**src/rtl/ahb_mtx_output_stage_rr.sv**
```systemverilog
`default_nettype none
// ============================================================================
// ahb_mtx_output_stage_rr : round-robin AHB matrix output stage with burst hold.
// Optional locked-sequence hold enabled by macro AHB_MTX_OS_LOCK_EN.  Rev 1.0
// ============================================================================
module ahb_mtx_output_stage_rr #(
   parameter int NUM_PORTS = 4,
   parameter int ADDR_W    = 32,
   parameter int DATA_W    = 32,
   parameter int USER_W    = 32
) (
   input  logic                        HCLK,
   input  logic                        HRESET,
   input  logic [NUM_PORTS-1:0]        sel_op,
   input  logic [NUM_PORTS-1:0]        held_tran_op,
   input  logic [NUM_PORTS*ADDR_W-1:0] addr_op,
   input  logic [NUM_PORTS*USER_W-1:0] auser_op,
   input  logic [NUM_PORTS*2-1:0]      trans_op,
   input  logic [NUM_PORTS-1:0]        write_op,
   input  logic [NUM_PORTS*3-1:0]      size_op,
   input  logic [NUM_PORTS*3-1:0]      burst_op,
   input  logic [NUM_PORTS*4-1:0]      prot_op,
   input  logic [NUM_PORTS*4-1:0]      master_op,
   input  logic [NUM_PORTS-1:0]        mastlock_op,
   input  logic [NUM_PORTS*DATA_W-1:0] wdata_op,
   input  logic [NUM_PORTS*USER_W-1:0] wuser_op,
   input  logic                        HREADYOUTM,
   output logic [NUM_PORTS-1:0]        active_op,
   output logic                        HSELM,
   output logic                        HWRITEM,
   output logic                        HMASTLOCKM,
   output logic                        HREADYMUXM,
   output logic [ADDR_W-1:0]           HADDRM,
   output logic [USER_W-1:0]           HAUSERM,
   output logic [USER_W-1:0]           HWUSERM,
   output logic [DATA_W-1:0]           HWDATAM,
   output logic [1:0]                  HTRANSM,
   output logic [2:0]                  HSIZEM,
   output logic [2:0]                  HBURSTM,
   output logic [3:0]                  HPROTM,
   output logic [3:0]                  HMASTERM
);

   localparam int                PORT_W    = $clog2(NUM_PORTS);
   localparam logic [PORT_W-1:0] LAST_PORT = PORT_W'(NUM_PORTS - 1);
   localparam logic [PORT_W:0]   NUM_P_EXT = (PORT_W+1)'(NUM_PORTS);
   localparam logic [1:0]        TR_IDLE   = 2'b00;
   localparam logic [1:0]        TR_BUSY   = 2'b01;
   localparam logic [1:0]        TR_NONSEQ = 2'b10;
   localparam logic [1:0]        TR_SEQ    = 2'b11;

   logic [ADDR_W-1:0] addr_a  [NUM_PORTS];
   logic [USER_W-1:0] auser_a [NUM_PORTS];
   logic [USER_W-1:0] wuser_a [NUM_PORTS];
   logic [DATA_W-1:0] wdata_a [NUM_PORTS];
   logic [1:0]        trans_a [NUM_PORTS];
   logic [2:0]        size_a  [NUM_PORTS];
   logic [2:0]        burst_a [NUM_PORTS];
   logic [3:0]        prot_a  [NUM_PORTS];
   logic [3:0]        mast_a  [NUM_PORTS];

   genvar gi;
   generate
      for (gi = 0; gi < NUM_PORTS; gi++) begin : g_unpack
         assign addr_a[gi]  = addr_op[gi*ADDR_W +: ADDR_W];
         assign auser_a[gi] = auser_op[gi*USER_W +: USER_W];
         assign wuser_a[gi] = wuser_op[gi*USER_W +: USER_W];
         assign wdata_a[gi] = wdata_op[gi*DATA_W +: DATA_W];
         assign trans_a[gi] = trans_op[gi*2 +: 2];
         assign size_a[gi]  = size_op[gi*3 +: 3];
         assign burst_a[gi] = burst_op[gi*3 +: 3];
         assign prot_a[gi]  = prot_op[gi*4 +: 4];
         assign mast_a[gi]  = master_op[gi*4 +: 4];
      end
   endgenerate

   logic [PORT_W-1:0]    gnt_port_q, gnt_port_d;
   logic                 gnt_vld_q, gnt_vld_d;
   logic [3:0]           beat_cnt_q, beat_cnt_d;
   logic [PORT_W-1:0]    data_port_q;
   logic                 slave_sel_q;
   logic [NUM_PORTS-1:0] w_req;
   logic                 w_hlock_arb;
   logic                 w_burst_hold;
   logic                 w_rr_found;
   logic [PORT_W-1:0]    w_rr_port;
   logic [PORT_W:0]      w_rr_sum;

   assign w_req      = held_tran_op & sel_op;
   assign HREADYMUXM = slave_sel_q ? HREADYOUTM : 1'b1;
   assign HWDATAM    = wdata_a[data_port_q];
   assign HWUSERM    = wuser_a[data_port_q];

   always_comb begin
      active_op  = '0;
      HSELM      = 1'b0;
      HWRITEM    = 1'b0;
      HMASTLOCKM = 1'b0;
      HADDRM     = '0;
      HAUSERM    = '0;
      HTRANSM    = TR_IDLE;
      HSIZEM     = '0;
      HBURSTM    = '0;
      HPROTM     = '0;
      HMASTERM   = '0;
      if (gnt_vld_q) begin
         active_op = NUM_PORTS'(1) << gnt_port_q;
         HSELM     = sel_op[gnt_port_q];
         HWRITEM   = write_op[gnt_port_q];
         HADDRM    = addr_a[gnt_port_q];
         HAUSERM   = auser_a[gnt_port_q];
         HTRANSM   = trans_a[gnt_port_q];
         HSIZEM    = size_a[gnt_port_q];
         HBURSTM   = burst_a[gnt_port_q];
         HPROTM    = prot_a[gnt_port_q];
         HMASTERM  = mast_a[gnt_port_q];
`ifdef AHB_MTX_OS_LOCK_EN
         HMASTLOCKM = mastlock_op[gnt_port_q];
`endif
      end
   end

`ifdef AHB_MTX_OS_LOCK_EN
   logic hsel_lock_q, hsel_lock_d;

   always_comb begin
      hsel_lock_d = hsel_lock_q;
      if (HSELM && HTRANSM[1] && HMASTLOCKM) hsel_lock_d = 1'b1;
      else if (!HMASTLOCKM)                  hsel_lock_d = 1'b0;
   end

   always_ff @(posedge HCLK or posedge HRESET) begin
      if (HRESET)          hsel_lock_q <= 1'b0;
      else if (HREADYMUXM) hsel_lock_q <= hsel_lock_d;
   end

   // hsel_lock keeps the lock alive while the locked master is not selecting us
   assign w_hlock_arb = HMASTLOCKM & (HSELM | hsel_lock_q);
`else
   logic w_unused_lock;
   assign w_unused_lock = ^mastlock_op;
   assign w_hlock_arb   = 1'b0;
`endif

   always_comb begin
      beat_cnt_d = beat_cnt_q;
      case (HTRANSM)
         TR_NONSEQ: if (HSELM) begin
            case (HBURSTM)
               3'b010, 3'b011: beat_cnt_d = 4'd3;
               3'b100, 3'b101: beat_cnt_d = 4'd7;
               3'b110, 3'b111: beat_cnt_d = 4'd15;
               default:        beat_cnt_d = 4'd0;
            endcase
         end
         TR_SEQ:  if (beat_cnt_q != 4'd0) beat_cnt_d = beat_cnt_q - 4'd1;
         TR_BUSY: beat_cnt_d = beat_cnt_q;
         default: beat_cnt_d = 4'd0;
      endcase
   end

   // Hold on the post-beat count so the NONSEQ beat itself keeps the grant
   assign w_burst_hold = (beat_cnt_d != 4'd0) & w_req[gnt_port_q];

   // Descending offsets: the last hit written is the nearest port after gnt_port
   always_comb begin
      w_rr_found = 1'b0;
      w_rr_port  = gnt_port_q;
      w_rr_sum   = '0;
      for (int off = NUM_PORTS; off >= 1; off--) begin
         w_rr_sum = {1'b0, gnt_port_q} + (PORT_W+1)'(off);
         if (w_rr_sum >= NUM_P_EXT) w_rr_sum = w_rr_sum - NUM_P_EXT;
         if (w_req[w_rr_sum[PORT_W-1:0]]) begin
            w_rr_found = 1'b1;
            w_rr_port  = w_rr_sum[PORT_W-1:0];
         end
      end
   end

   always_comb begin
      gnt_port_d = gnt_port_q;
      gnt_vld_d  = gnt_vld_q;
      if (!(w_hlock_arb || w_burst_hold)) begin
         if (w_rr_found) begin
            gnt_port_d = w_rr_port;
            gnt_vld_d  = 1'b1;
         end else begin
            gnt_vld_d  = 1'b0;
         end
      end
   end

   always_ff @(posedge HCLK or posedge HRESET) begin
      if (HRESET) begin
         gnt_port_q  <= LAST_PORT;
         gnt_vld_q   <= 1'b0;
         beat_cnt_q  <= 4'd0;
         data_port_q <= '0;
         slave_sel_q <= 1'b0;
      end else if (HREADYMUXM) begin
         gnt_port_q  <= gnt_port_d;
         gnt_vld_q   <= gnt_vld_d;
         beat_cnt_q  <= beat_cnt_d;
         data_port_q <= gnt_port_q;
         slave_sel_q <= HSELM;
      end
   end

endmodule
`default_nettype wire

```
**config.mk**
```make
export PLATFORM = sky130hd
export DESIGN_NAME = ahb_mtx_output_stage_rr
export DESIGN_NICKNAME = d
export VERILOG_FILES = /design/src/rtl/ahb_mtx_output_stage_rr.sv
export SDC_FILE = /design/constraint.sdc
export NUM_CORES = 1
export LEC_CHECK = 0
export BUFFER_PORTS_ARGS = -buffer_cell sky130_fd_sc_hd__buf_2
export CORE_AREA = 2 2 290 292
export CTS_CLUSTER_DIAMETER = 150
export DETAILED_ROUTE_END_ITERATION = 8
export DIE_AREA = 0 0 292 294
export PLACE_DENSITY = 0.3
export SLEW_MARGIN = 20
export SYNTH_ARGS = -nofsm -noshare
export SYNTH_HDL_FRONTEND = slang
export SYNTH_SLANG_ARGS = --single-unit
```
**constraint.sdc**
```tcl
create_clock -name HCLK -period 3.7 [get_ports HCLK]
set_input_delay 0.37 -clock HCLK [delete_from_list [all_inputs] [get_ports HCLK]]
set_output_delay 0.37 -clock HCLK [all_outputs]
set_load 0.02 [all_outputs]
```
* Word level (Yosys, flattened, before mapping)
Index checks and enable logic that the tools add are counted.
** Cells by class
- Order comparisons :: 11
- Reduce and logical (&&, ||, !) cells :: 8
- $add $sub $neg :: 9
- Bitwise logic cells :: 5
- Shift-type cells :: 1
- Mux-type cells :: 69
- Eq/ne operators :: 9
** Operators with widths (number)
- 2-to-1 mux 32 bit :: 10
- binary-select mux 32 bit (select 2 bit) :: 4
- 2-to-1 mux 4 bit :: 9
- case mux 4 bit (3 select lines) :: 2
- 2-to-1 mux 2 bit :: 11
- greater-or-equal comparator 3 bit (second input constant) :: 6
- 2-to-1 mux 3 bit :: 6
- binary-select mux 4 bit (select 2 bit) :: 2
- less-than comparator 2 x 3 -> 1 bit (second input constant) :: 5
- 2-to-1 mux 1 bit :: 15
- binary-select mux 1 bit (select 2 bit) :: 7
- binary-select mux 3 bit (select 2 bit) :: 2
- equality test 3 bit (second input constant) :: 4
- nonzero test 4 bit :: 3
- subtractor 2 x 1 -> 2 bit (second input constant) :: 4
- adder 2 x 2 -> 3 bit (second input constant) :: 2
- equality test 3 x 2 -> 1 bit (second input constant) :: 2
- NOT 2 -> 3 bit :: 2
- OR reduction 2 bit :: 3
- AND 4 bit :: 1
- binary-select mux 2 bit (select 2 bit) :: 1
- equality test 2 bit (second input constant) :: 2
- AND reduction 4 bit :: 1
- left shift 1 x 2 -> 4 bit (first input constant) :: 1
- 7 further kinds :: 7
** Storage, ports and cells
- Register bits after elaboration :: 10
- Output and inout port bits :: 152

* Depth between registers and ports, before layout
- Depth after elaboration :: 14
- Depth in mapped cells :: 9

* Least setup slack after synthesis
OpenSTA, ideal clock, no wires.
- Kind :: register to register
- Start :: reg gnt_port_q[0]
- End :: reg gnt_port_q[1]
- Slack :: 1.163 ns
- Arrival time :: 2.462 ns
- Buffers on the path :: 1
- Period minus slack after synthesis :: 2.537 ns
- Cell stages (with the launch flop) :: 9
- Path through :: dfstp_2 -> buf_6 -> mux2i_1 -> o22ai_2 -> or3_4 -> a2111oi_4 -> nand4_2 -> a221o_1 -> o211ai_2
** On the way
- Elaborated cells between the ends (all ways) :: 66
- Classes of those cells :: 8 x add/sub; 4 x order compare; 9 x eq/ne; 36 x mux; 3 x bitwise; 6 x reduce/logical
** RTL lines
- start: declaration :: line 77 : logic [PORT_W-1:0] gnt_port_q, gnt_port_d;
- start signal: assignment :: line 201 : gnt_port_q <= gnt_port_d;
- binary-select mux 1 bit (select 2 bit) :: line 108 : HSELM = sel_op[gnt_port_q];
- 2-to-1 mux 1 bit (implied by the code) :: line 108
- 2-to-1 mux 1 bit :: line 106 : if (gnt_vld_q) begin
- named net HSELM :: line 29 : output logic HSELM,
- 2-to-1 mux 4 bit :: line 148 : TR_NONSEQ: if (HSELM) begin
- case mux 4 bit (3 select lines) :: line 147 : case (HTRANSM)
- nonzero test 4 bit :: line 163 : assign w_burst_hold = (beat_cnt_d != 4'd0) & w_req[gnt_port_q];
- AND 1 bit :: line 163
- NOT 1 bit (no source line)
- AND reduction 4 bit (no source line)
The timed path passes the listed nets, and every way through them passes these cells. The select of a mux whose other input is x is not followed.
A chain may end at the register's enable or synchronous reset.

* Worst setup path in the final report
- Start :: reg gnt_port_q[0]
- End :: reg gnt_port_q[1]
** On the way
- Word-level cells in the longest chain between the ends :: 14
- Elaborated cells between the ends (all ways) :: 66
- Classes of those cells :: 8 x add/sub; 4 x order compare; 9 x eq/ne; 36 x mux; 3 x bitwise; 6 x reduce/logical
** Ends and longest elaborated chain
- NOT 2 -> 3 bit (implied by the code) :: line 112, 114
- binary-select mux 3 bit (select 2 bit) :: line 114 : HBURSTM = burst_a[gnt_port_q];
- 2-to-1 mux 3 bit (implied by the code) (2 in a row) :: line 114
- 2-to-1 mux 3 bit :: line 106
- equality test 3 bit / equality test 3 x 2 -> 1 bit (equally long branches) :: line 149 : case (HBURSTM)
- OR reduction 2 bit :: line 149
- case mux 4 bit (3 select lines) :: line 149
- 2-to-1 mux 4 bit :: line 148
- case mux 4 bit (3 select lines) :: line 147
- nonzero test 4 bit :: line 163
- AND 1 bit :: line 163
- NOT 1 bit (no source line)
- AND reduction 4 bit (no source line)
Parallel ways exist; a longest one is shown, timed or not. The select of a mux whose other input is x is not followed.

==> metrics <==
share of cells above drive strength 1=a little over four fifths; crit-path cells=mux4_2, nor2_1, a211oi_1, a2111oi_4, nand4_2, a221o_1, o211ai_2; antenna-violating nets left=0; post-CTS resize count=0; Post-Syn Area=4880 um2; Setup TNS=0 ns; CP arrival=about 3.1 ns; Crit path buffers/inverters=0; DRT iter0 DRCs=about 210; syn_area_per_cell=around 13 um2; Slew @ Worst Pin=roughly 1.0 ns; fillers=about 9600; Die Area=between 80000 and 90000 um2; number of I/O pins=747; ys async rst share=between 90% and 100%; YS warnings=0; flops & latches, synth=10; Pre-antenna DRT Iters=4; Mapped Cells=between 300 and 400; DR DRC count=0; Total Wirelength=roughly 42 mm; R2R depth=7; WL/cell=19.3 um; unrepaired setup endpoints after global routing=no; max_cap viols=0; critical path startpoint=gnt_port_q[0]$_DFFE_PP1P_; Rows=106; total track usage=9.18%; CP Capture Type=flip-flop; startpoint types=flip-flop; PD cells=730 nW/um2; vias=around 7000; sequential area share after synthesis=under 10%; endpoints failing setup=0; worst skew pair latency=around 0.24 ns; initial antenna violation count=22; most frequent cells in the layout=buf_2, mux4_2, and2_1; cell family with most CP delay=compound AO/OA/AOI/OAI gates; critical path class=flip-flop to flip-flop; Tot Pwr=7.31 mW; Area growth syn-to-layout=105%; Post-CTS Setup Repair Bufs=0; Sink Count=10; Initial Utilization=about 5.9%; Clock Path Buffers=2; most common cell after layout, fill and taps aside=buf_2; area of the multi-input gates=4400 um2; Rel. slew slack=33.3%; flop2flop setup slack=around 0.75 ns; critical-path maximum fanout=7; worst clock skew=about 0.0057 ns; H-tree levels=1; Synth Flop Type=dfrtp_1; via-per-instance ratio=3.20; worst hold path type=input port to async pin; Leak=about 4.6 nW; max incr delay on CP=approximately 0.75 ns; IO Port Bufs=741; Final GP Congestion=roughly 0.86; clock slew at reported path FFs=0.05 ns; fin crit share=between 70% and 80%; Die W=a little under 300 um; status=finished clean; unique cell type count in the Yosys netlist=between 40 and 50; CP Data Required Time=3.87 ns; fin crit period=approximately 2.9 ns; first-pass GRT wire length=about 56 mm; number of global-route vias before repair=approximately 7600; core area=just over 80000 um2; largest net degree at the start of global routing=71; clock tree from TritonCTS=built; nets=about 1700; endpoints failing hold=0; number of flops mapped to enable cells by yosys=0; slowest CP cell=dfstp_4; achievable clock frequency=~340 MHz; RR Startpoint=gnt_port_q[0]$_DFFE_PP1P_; Final Slew Violations=0; Worst VDD drop=roughly 0.24 mV; total CTS buffers=3; worst r2r dst=gnt_port_q[1]$_DFFE_PP1P_; CTS Hold Bufs=0; hpwl dp=38.4 mm; chip height=around 300 um; CTS root buffer=clkbuf_16; syn nets=around 980; FF/Latch Area=approximately 270 um2; overflow left after global routing=0
cells in the mapped netlist (2+ instances only):
| cell | instances | area share (%) |
|---|---|---|
| nand2b_1 | 4 | 0.51 |
| dfrtp_1 | 8 | 4.1 |
| ha_1 | 5 | 1.3 |
| nand2_1 | 10 | 0.77 |
| nand3_1 | 3 | 0.31 |
| nor2_1 | 13 | 1.0 |
| nand3b_1 | 2 | 0.31 |
| nor2b_1 | 2 | 0.26 |
| buf_2 | 9 | 0.92 |
| buf_1 | 7 | 0.54 |
| o21ai_0 | 6 | 0.61 |
| a211oi_1 | 2 | 0.31 |
| and3_1 | 2 | 0.26 |
| clkbuf_1 | 28 | 2.2 |
| and2_1 | 84 | 11 |
| dfstp_2 | 2 | 1.1 |
| mux2i_1 | 6 | 1.2 |
| mux4_2 | 145 | 67 |
| a21oi_1 | 10 | 1.0 |
| inv_1 | 8 | 0.61 |
kinds of logic (layout without fill, tap and decap cells):
family	after synthesis	count (layout)	share of synthesized area [%]
AO/OA/AOI/OAI	33	33	5.15
XOR/XNOR	1	1	0.179
adder cells (fa/ha/maj)	5	5	1.28
buffers and inverters	55	764	4.69
flip-flops	10	10	5.17
multiplexers	152	152	68.3
other	1	8	0.0768
AND/OR/NAND/NOR	125	125	15.1
cell type report:
type / count / area share (%)
antenna: 7 / 0.175
clock buffer: 4 / 0.886
inverter: 9 / 0.337
multi-input combinational: 317 / 43.9
sequential: 10 / 2.68
tap: 1080 / 13.5
timing repair buffer: 751 / 38.5
where the power goes:
| group | switching, mW | internal [mW] |
|---|---|---|
| Clock | 0.0610 | 0.164 |
| Sequential | 0.214 | 0.188 |
| Combinational | 3.78 | 2.91 |
| Total | 4.05 | 3.26 |
per-layer routing:
| layer | routed length [um] | part of all wire (%) | GRT usage (%) | vias to the layer above |
|---|---|---|---|---|
| met5 | 47 | 0.11 | 0 | - |
| met4 | 2000 | 4.7 | 3.88 | 6 |
| met3 | 3640 | 8.6 | 2.42 | 66 |
| met2 | 21900 | 52 | 17.4 | 490 |
| met1 | 14500 | 35 | 9.44 | 3384 |
| li1 | - | - | - | 3034 |
through the flow:
step	utilization [%]	hold slack, ns	std cells	setup WS [ns]	instance area (um2)
after floorplan	-	0.209	382	1.16	4880
after global placement	12.0	0.444	2167	0.579	9920
after detailed placement	12.0	0.444	2167	0.636	9920
after CTS	12.1	0.182	2171	0.612	10000
after global routing	12.1	0.202	2176	0.541	10000
final	12.1	0.147	2178	0.752	10000
how the worst max path moves through the flow:
stage	to	slack, ns	cells past startpoint
2_1_floorplan	gnt_port_q[1]$_DFFE_PP1P_	1.16	8
3_3_place_gp	gnt_port_q[1]$_DFFE_PP1P_	0.58	7
3_5_place_dp	gnt_port_q[1]$_DFFE_PP1P_	0.64	7
4_1_cts	gnt_port_q[1]$_DFFE_PP1P_	0.61	7
5_1_grt	gnt_port_q[1]$_DFFE_PP1P_	0.54	7
6_report	gnt_port_q[1]$_DFFE_PP1P_	0.75	7
registers in the layout, summed over array words and instances, names as in the netlist:
name and cells:
beat_cnt_q 4, data_port_q 2, gnt_port_q 2, gnt_vld_q 1, slave_sel_q 1
No activity file was read; power rests on OpenSTA's default activity.
